==> src/rtl/bk_pipe_addsub.sv <==
// Pipelined Brent-Kung adder/subtractor with valid/ready stream handshake.
// Prefix levels are evenly split into PIPE_STAGES register ranks, followed by one output rank.
module bk_pipe_addsub #(
  parameter int WIDTH       = 32,
  parameter int PIPE_STAGES = 2,
  parameter int TAG_W       = 4
) (
  input  logic             clk,
  input  logic             rst_n,
  input  logic             in_valid,
  output logic             in_ready,
  input  logic [WIDTH-1:0] inputA,
  input  logic [WIDTH-1:0] inputB,
  input  logic             carryin,
  input  logic             sub,
  input  logic [TAG_W-1:0] in_tag,
  output logic             out_valid,
  input  logic             out_ready,
  output logic [WIDTH-1:0] sum,
  output logic             carryOut,
  output logic             overflow,
  output logic             zero,
  output logic [TAG_W-1:0] out_tag
);

  localparam int LG   = $clog2(WIDTH);
  localparam int NLEV = 2 * LG - 1;

  // g/pp evolve through the tree; p is the raw propagate kept for the final xor.
  typedef struct packed {
    logic [WIDTH-1:0] g;
    logic [WIDTH-1:0] pp;
    logic [WIDTH-1:0] p;
    logic             c0;
    logic [TAG_W-1:0] tag;
  } rank_t;

  // Level s < LG is up-sweep span 2^s; the rest are down-sweep levels in decreasing span.
  function automatic rank_t bk_level(input rank_t r, input int s);
    rank_t n;
    int    d;
    int    j;
    n = r;
    d = (s < LG) ? (1 << s) : (1 << (2 * LG - 2 - s));
    for (int i = 0; i < WIDTH; i++) begin
      j = -1;
      if (s < LG) begin
        if ((i + 1) % (2 * d) == 0) j = i - d;
      end else if ((i + 1) > 2 * d && (i + 1) % (2 * d) == d) begin
        j = i - d;
      end
      if (j >= 0) begin
        n.g[i]  = r.g[i] | (r.pp[i] & r.g[j]);
        n.pp[i] = r.pp[i] & r.pp[j];
      end
    end
    return n;
  endfunction

  logic             stall;
  logic [WIDTH-1:0] b_eff, p_in, g_in, carries, sum_n;
  logic             c0_in;
  rank_t            st [NLEV+1];
  logic [NLEV:0]    vld_pipe;

  assign stall    = out_valid & ~out_ready;
  assign in_ready = ~stall;

  assign b_eff = sub ? ~inputB : inputB;
  assign c0_in = sub | carryin;
  assign p_in  = inputA ^ b_eff;
  assign g_in  = inputA & b_eff;

  // Carry-in folded into bit 0 so every prefix g[i] is directly the carry out of bit i.
  assign st[0] = {g_in | {{(WIDTH-1){1'b0}}, p_in[0] & c0_in}, p_in, p_in, c0_in, in_tag};
  assign vld_pipe[0] = in_valid & in_ready;

  for (genvar s = 0; s < NLEV; s++) begin : g_lvl
    rank_t nxt;
    assign nxt = bk_level(st[s], s);
    if (((s + 1) * PIPE_STAGES) / NLEV != (s * PIPE_STAGES) / NLEV) begin : g_reg
      rank_t q;
      logic  v;
      always_ff @(posedge clk or negedge rst_n) begin
        if (!rst_n) begin
          q <= '0;
          v <= 1'b0;
        end else if (!stall) begin
          q <= nxt;
          v <= vld_pipe[s];
        end
      end
      assign st[s+1]       = q;
      assign vld_pipe[s+1] = v;
    end else begin : g_comb
      assign st[s+1]       = nxt;
      assign vld_pipe[s+1] = vld_pipe[s];
    end
  end

  assign carries = {st[NLEV].g[WIDTH-2:0], st[NLEV].c0};
  assign sum_n   = st[NLEV].p ^ carries;

  // Result registers only load on a valid op so they keep their last value across bubbles.
  always_ff @(posedge clk or negedge rst_n) begin
    if (!rst_n) begin
      out_valid <= 1'b0;
      sum       <= '0;
      carryOut  <= 1'b0;
      overflow  <= 1'b0;
      zero      <= 1'b0;
      out_tag   <= '0;
    end else if (!stall) begin
      out_valid <= vld_pipe[NLEV];
      if (vld_pipe[NLEV]) begin
        sum      <= sum_n;
        carryOut <= st[NLEV].g[WIDTH-1];
        overflow <= st[NLEV].g[WIDTH-1] ^ st[NLEV].g[WIDTH-2];
        zero     <= ~|sum_n;
        out_tag  <= st[NLEV].tag;
      end
    end
  end

endmodule

==> config.mk <==
export PLATFORM = sky130hd
export DESIGN_NAME = bk_pipe_addsub
export DESIGN_NICKNAME = d
export VERILOG_FILES = /design/src/rtl/bk_pipe_addsub.sv
export SDC_FILE = /design/constraint.sdc
export NUM_CORES = 1
export LEC_CHECK = 0
export CORE_MARGIN = 4
export CORE_UTILIZATION = 31
export DETAILED_ROUTE_END_ITERATION = 7
export GPL_TIMING_DRIVEN = 1
export PLACE_DENSITY = 0.49
export SLEW_MARGIN = 0
export SYNTH_ARGS = -nofsm -noshare
export SYNTH_HDL_FRONTEND = slang
export SYNTH_SLANG_ARGS = --single-unit
==> constraint.sdc <==
create_clock -name clk -period 2.5 [get_ports clk]
set_input_delay 0.5 -clock clk [delete_from_list [all_inputs] [get_ports clk]]
set_output_delay 0.5 -clock clk [all_outputs]
set_load 0.01 [all_outputs]
# == Word-level counts from Yosys, hierarchy flattened ==
# Index checks and enable logic that the tools add are counted.
# word_totals
regBits,211
input_bits,74
output_inout_bits,41
elab_cells,177
# classes
bitwise_logic,156
n_mux,1
n_reduce_logical,3
# ops
cell,n
$and A1 B1 Y1,90
$xor A32 B32 Y32,2
$or A1 B1 Y1,58
$and A32 B32 Y32,1
$mux W32,1
$not A32 Y32,1
$or A32 B1 Y32,1
$reduce_or A32 Y1,1
$not A1 Y1,2
$reduce_and A2 Y1,1
$logic_not A1 Y1,1
$xor A1 B1 Y1,1

# == Logic depth before layout (Yosys ltp) ==
# Gate-level depths: netlist of run 1.
# logic_depth
depth_word,15
ltp_mapped,9
depth_no_buf,7

# == Least setup slack after synthesis of run 1 ==
# Ideal clock, no wire load.
# synth_timing
kind,input -> register
start,input port sub
end,register g_lvl[4].g_reg.q[100] in the netlist's numbering
t_arrival_ps,2150
n_path_buf,2
slack_ps,223
setup_time_ps,127
path_stages,9
required_ps,2373
cell_sequence,buf_6 buf_2 xor2_1 ha_1 a21o_1 a21o_1 a221oi_1 o21a_1 o211ai_2
# synth_rtl
item,line_no,source
"start, declared",15,"input logic sub,"
"end signal, assigned",89,q <= nxt;
"end, declared",82,rank_t q;

# == Final worst setup path of run 1 ==
# layout_timing
start,input port out_ready
end,output port in_ready
# layout_between
elab_chain_cells,3
# layout_rtl
item,line_no,source
"start, declared",18,"input logic out_ready,"
$not A1 Y1,66,assign stall = out_valid & ~out_ready;
$and A1 B1 Y1,66,
$not A1 Y1 (no source line),-,
"end, declared",11,"output logic in_ready,"
# Every way passes these cells.

==> results of run 1 <==
-- critical path: cells and delay by family --
family	cells	cell delay, ns
and+or+nand+nor	1	0.08
buffers and inverters	3	1.19
-- final timing paths --
path,depth (start not counted),slack (ns),end,from
worst max-delay path,4,0.23,in_ready,out_ready
worst min-delay path,2,0.47,g_lvl[4].g_reg.q[81],g_lvl[4].g_reg.q[81]
worst max register to register,6,0.81,zero,out_valid
worst min register to register,2,0.47,g_lvl[4].g_reg.q[81],g_lvl[4].g_reg.q[81]
max in group asynchronous,3,1.29,g_lvl[4].g_reg.q[94],rst_n
min in group asynchronous,2,0.55,sum[9],rst_n
-- placed cells by master (no fill, tap or decap), types with 16 or more instances in the layout --
cell | netlist | routed
a21o_1 | 16 | 16
xor2_1 | 32 | 32
ha_1 | 32 | 32
xnor2_1 | 33 | 33
nor2_1 | 54 | 54
nand2_1 | 375 | 374
clkdlybuf4s50_1 | 0 | 112
clkbuf_16 | 0 | 17
dfrtp_1 | 191 | 191
buf_4 | 0 | 27
o21ai_0 | 56 | 56
a21oi_1 | 35 | 35
-- registers in the layout, summed over array words and instances (netlist names) --
register,flops
zero,1
g_lvl.g_reg.v,2
carryOut,1
g_lvl.g_reg.q,117
out_tag,4
sum,32
out_valid,1
carries,32
overflow,1
-- per-stage QoR --
stage,std cells,area (sq um),util (%),setup TNS (ns)
floorplan,923,8570,-,0
global route,1435,11000,40.5,0
CTS,1435,11000,40.5,0
detailed placement,1402,10400,38.2,-0.171
finish,1435,11000,40.5,0
global placement,1402,10400,38.2,-0.123
-- metal layers --
metal | vias up | global-route usage [%] | wire [um]
met2 | 97 | 19.7 | 8440
li1 | 3226 | - | -
met1 | 2827 | 19.5 | 9970
met4 | 0 | 3.63 | 236
met5 | - | 0 | 0
met3 | 20 | 2.85 | 753
-- repair_timing --
item | in CTS | in global routing
endpoints found under the setup margin | 0 | 0
hold buffers | 1 | 0
endpoints found under the hold margin | 33 | 0
buffers inserted | 0 | 0
-- final cells by class --
cell class	count	area share (%)
Tap cell	372	4.24
Sequential cell	191	43.5
Inverter	3	0.125
Multi-Input combinational cell	684	32.2
Clock inverter	11	1.42
Clock buffer	21	4.10
Timing Repair Buffer	153	14.3
-- power groups by stage --
stage                     Sequential (W)  Combinational [W]  Clock [W]
after floorplan                  0.00499            0.00219          0
after global placement           0.00501            0.00392          0
after detailed placement         0.00503            0.00397          0
after CTS                        0.00497            0.00398    0.00290
after global routing             0.00511            0.00440    0.00303
final                            0.00495            0.00389    0.00281
-- cell families after synthesis --
| kind of cell | share of synthesized area [%] |
|---|---|
| fa+ha+maj | 4.67 |
| buf+inv | 2.92 |
| compound gates | 7.90 |
| flops | 55.8 |
| simple gates | 21.4 |
| xor+xnor | 6.65 |
| mux | 0.657 |
==> metrics.yaml, run 1 <==
crit_arrival_ns: 1.77
drive_gt1_share_pct: 7.81
timing.final.ws_setup_ns: 0.227
p_int_w: 0.00764
n_fill_cell: 2744
drc: 0
grt_pass1_vias: 6181
cts_resized: 0
cp_slowest_cell: "clkdlybuf4s50_1"
start_util_pct: 31.6
clock_sinks: 191
synth_commonest_cells: "nand2_1 (375), dfrtp_1 (191), o21ai_0 (56), nor2_1 (54), a21oi_1 (35)"
vdd_drop_max_mv: 0.487
pwr-share-comb_pct: 33.4
clkPwrFrac_pct: 24.1
drt_pass1_iterations: 4
crit_fanout: 4
post-place-ws_ns: -0.0955
crit_path_max_incr_delay_ns: 0.56
worstSetupPathType: "in2out"
maxCapViolCount: 0
synth.most_common_cell: "nand2_1"
rsz0062_at_grt: "false"
gp_congestion: 0.751
die_y_um: 174
min_period_over_period_pct: 90.9
area_delta_synth_final_pct: 28.1
multi_input_area_sq_um: 3540
final.setup_skew_ns: 0.00885
synth_warnings: 0
synth_top_cell_by_area: "dfrtp_1"
cts_tree: "built"
synth_area_leaders: "dfrtp_1 (56%), nand2_1 (16%), ha_1 (4.7%), xnor2_1 (3.4%), o21ai_0 (3.3%)"
final-max-slew-violation-count: 0
async_reset_ff_share_pct: 100
syn_inst: 923
grt_pass1_wl_um: 32400
coreArea_sq_um: 27100
synth-edff-count: 0
synth.yosys.seq_area_share_pct: 55.8
antenna_found_initial: 0
max_slew_margin_pct: 54.0
worst_pin_slew_ns: 0.690
die_area_sq_um: 30400
antenna_left: 0
rows: 60
clock-root-buffer: "clkbuf_16"
hp-class: "reg2reg"
synth_seq_cells: 191
path_cells: "clkdlybuf4s50_1 > nor2b_4 > inv_4 > clkdlybuf4s50_1"
clkTransAtPathRegs_ns: 0.07
power.switching_w: 0.00401
dp_hpwl_um: 14100
max_freq_ghz: 0.440
seq_power_share_pct: 42.5
total_power_w: 0.0117
fp.dieW_um: 174
syn_area_sq_um: 8570
leakage_nw: 5.23
grt_max_degree: 154
synthFlopType: "dfrtp_1"
cts-htree-levels: 4
fin_crit_ns: 2.27
port_buffers: 114
switching_share_pct: 34.4
clock_latency_ns: 0.43
worstPathRequired_ns: 2.00
cts.path.max_buffers: 2
setup_viol: 0
grt-ovfl-total: 0
syn_nets: 1029
routedWlPerCell_um: 13.5
cts_buffers: 17
antennaDiodeCount: 0
power.density_nw_per_um2: 1060
hold_slack_ns: 0.467
drtIter0Drc: 368
grt_usage_pct: 13.3
ff_latch_area_sq_um: 4780
finalWirelength_um: 19400
vias_per_cell: 4.30
hold_viol: 0
worst_setup_path_end_kind: "output pin"
synth_cell_types: 34
synth_area_per_cell_sq_um: 9.28
layout.nets: 1156
path_common_cell: "clkdlybuf4s50_1"
startpoint_type: "primary input"
status: "complete, no violations"
vias: 6170
io_pins: 115
yosysTopAreaCellShare_pct: 55.8
(Power assumes the default switching activity.)
==> run 2: changes to the inputs <==
- GPL_ROUTABILITY_DRIVEN: unset -> 1
- GPL_TIMING_DRIVEN: 1 -> 0
==> run 2 against run 1 <==
  * Worst hold slack got worse by 0.41 ns
  * Via count up 4.6%
  * Cell area down 2.0%
==> metrics.yaml, run 2 (synthesis gave the netlist of run 1 again) <==
status: "complete, no violations"  # unchanged
gp_congestion: 0.809  # was 0.751
grt_usage_pct: 16.1  # was 13.3%
vias_per_cell: 4.49  # was 4.30
io_pins: 115  # unchanged
port_buffers: 113  # was 114
crit_end: "in_ready"  # unchanged
clock-root-buffer: "clkbuf_16"  # unchanged
largest_register: "g_lvl.g_reg.q"  # unchanged
largest_reg_flops: 117  # unchanged
coreArea_sq_um: 27100  # unchanged
total_power_w: 0.0117  # about the same
drc: 0  # unchanged
crit_start: "out_ready"  # unchanged
clkPwrFrac_pct: 23.0  # was 24.1%
r2r_start: "carries[18]"  # was out_valid
area_delta_synth_final_pct: 25.6  # was 28.1%
leakage_nw: 5.13  # was 5.23 nW
power.density_nw_per_um2: 1090  # was 1060 nW/um^2
seq_power_share_pct: 42.4  # was 42.5%
clkTransAtPathRegs_ns: 0.07  # about the same
cts.path.max_buffers: 2  # unchanged
dpl_cell_area_sq_um: 10200  # was 10400 sq um
final.setup_skew_ns: 0.00991  # was 0.00885 ns
worst_pin_slew_ns: 0.744  # was 0.690 ns
cts_buffers: 17  # unchanged
layout.nets: 1160  # was 1156
clock_sinks: 191  # unchanged
dp_hpwl_um: 17700  # was 14100 um
vdd_drop_max_mv: 0.544  # was 0.487 mV
startpoint_type: "primary input"  # unchanged
vias: 6455  # was 6170
p_int_w: 0.00743  # was 0.00764 W
routedWlPerCell_um: 16.7  # was 13.5 um
antennaDiodeCount: 0  # unchanged
r2r_end: "zero"  # unchanged
clock_latency_ns: 0.43  # about the same
finalWirelength_um: 24000  # was 19400 um
grt_pass1_wl_um: 37800  # was 32400 um
antenna_found_initial: 0  # unchanged
rsz0062_at_grt: "false"  # unchanged
die_y_um: 174  # unchanged
worstRegToRegCells: 4  # was 6
final_cell_mix: "nand2_1 (375), dfrtp_1 (191), clkdlybuf4s50_1 (111), o21ai_0 (56), nor2_1 (54)"  # was nand2_1 (374), dfrtp_1 (191), clkdlybuf4s50_1 (112), o21ai_0 (56), nor2_1 (54)
drt_pass1_iterations: 5  # was 4
pwr-share-comb_pct: 34.6  # was 33.4%
grt-ovfl-total: 0  # unchanged
drive_gt1_share_pct: 7.14  # was 7.81%
rows: 60  # unchanged
worstPathRequired_ns: 2.00  # about the same
max_freq_ghz: 0.428  # was 0.440 GHz
r2r_slack_ns: 0.81  # about the same
cts_setup_buffers: 0  # unchanged
fp.dieW_um: 174  # unchanged
hold_slack_ns: 0.0553  # was 0.467 ns
power.switching_w: 0.00425  # was 0.00401 W
final-max-slew-violation-count: 0  # unchanged
worst_setup_path_end_kind: "output pin"  # unchanged
cts_tree: "built"  # unchanged
cts-htree-levels: 4  # unchanged
ctsHoldBuffers: 0  # was 1
final_area_sq_um: 10800  # was 11000 sq um
grt_pass1_vias: 6445  # was 6181
switching_share_pct: 36.4  # was 34.4%
min_period_over_period_pct: 93.5  # was 90.9%
max_slew_margin_pct: 50.4  # was 54.0%
worstSetupPathType: "in2out"  # unchanged
setup_viol: 0  # unchanged
start_util_pct: 31.6  # unchanged
grt_max_degree: 106  # was 154
drtIter0Drc: 529  # was 368
maxCapViolCount: 0  # unchanged
hold_viol: 0  # unchanged
crit_arrival_ns: 1.84  # was 1.77 ns
die_area_sq_um: 30400  # unchanged
antenna_left: 0  # unchanged
hp-class: "in2async"  # was reg2reg
fin_crit_ns: 2.34  # was 2.27 ns
layout_commonest_cell: "nand2_1"  # unchanged
crit_fanout: 28  # was 4
[run 2: cell count changes in the layout (fill, tap and decap cells not counted), sizes merged]
cell           previous run  this run
dlygate4sd2               0         1
clkdlybuf4s50           112       111
buf                      39        31
dlygate4sd3               1         0
inv                       6         7
clkbuf                   22        31
clkinvlp                  5         2
bufinv                    3         2
clkinv                    0         5
[run 2: timing repair]
item / CTS / global route
setup endpoints to repair: 3 / 1
endpoints found under the hold margin: 0 / 0
gates cloned: 0 / 0
pin swaps: 0 / 0
gates resized for setup: 4 / 1
[run 2: stage by stage]
stage | setup WS, ns | cells | util [%] | TNS [ns]
floorplan | 0.223 | 923 | - | 0
global route | 0.0446 | 1437 | 39.7 | 0
finish | 0.163 | 1437 | 39.7 | 0
global placement | -7.53 | 1408 | 37.5 | -1436.99
detailed placement | -0.534 | 1409 | 37.6 | -2.03
CTS | 0.0429 | 1437 | 39.7 | 0
[run 2: layout make-up]
class / count / area [sq um]
Buffer: 43 / 231
Clock buffer: 17 / 425
Clock inverter: 13 / 139
Fill cell: 2776 / 16300
Inverter: 3 / 11.3
Multi-Input combinational cell: 684 / 3550
Sequential cell: 191 / 4780
Tap cell: 372 / 465
Timing Repair Buffer: 114 / 1160
[run 2: how the worst min path moves through the flow]
stage / start / endpoint / cells after the start
6_report: rst_n / sum[12] / 1
5_1_grt: rst_n / sum[12] / 1
4_1_cts: rst_n / sum[12] / 1
3_5_place_dp: g_lvl[4].g_reg.q[1] / g_lvl[4].g_reg.q[1] / 2
3_3_place_gp: g_lvl[4].g_reg.q[0] / g_lvl[4].g_reg.q[0] / 2
2_1_floorplan: rst_n / carries[0] / 0
[run 2: power by group through the flow]
stage,clock (W),sequential [W],combinational [W]
global route,0.00286,0.00511,0.00455
finish,0.00268,0.00496,0.00404
detailed placement,0,0.00503,0.00412
global placement,0,0.00502,0.00408
floorplan,0,0.00499,0.00219
CTS,0.00273,0.00497,0.00413
[run 2: per-layer routing]
metal | track usage, % | vias to the layer above | part of all wire (%) | routed length (um)
met5 | 0 | - | 0 | 0
met4 | 3.66 | 0 | 1.5 | 357
met3 | 3.04 | 18 | 4.1 | 996
met2 | 25.8 | 139 | 46 | 11100
met1 | 22.8 | 3061 | 48 | 11600
li1 | - | 3237 | - | -
[run 2: critical path, stage by stage]
cell             delay, ns
clkdlybuf4s50_1       0.52
nor2b_4               0.05
buf_6                 0.13
inv_2                 0.11
buf_12                0.20
dlygate4sd2_1         0.30
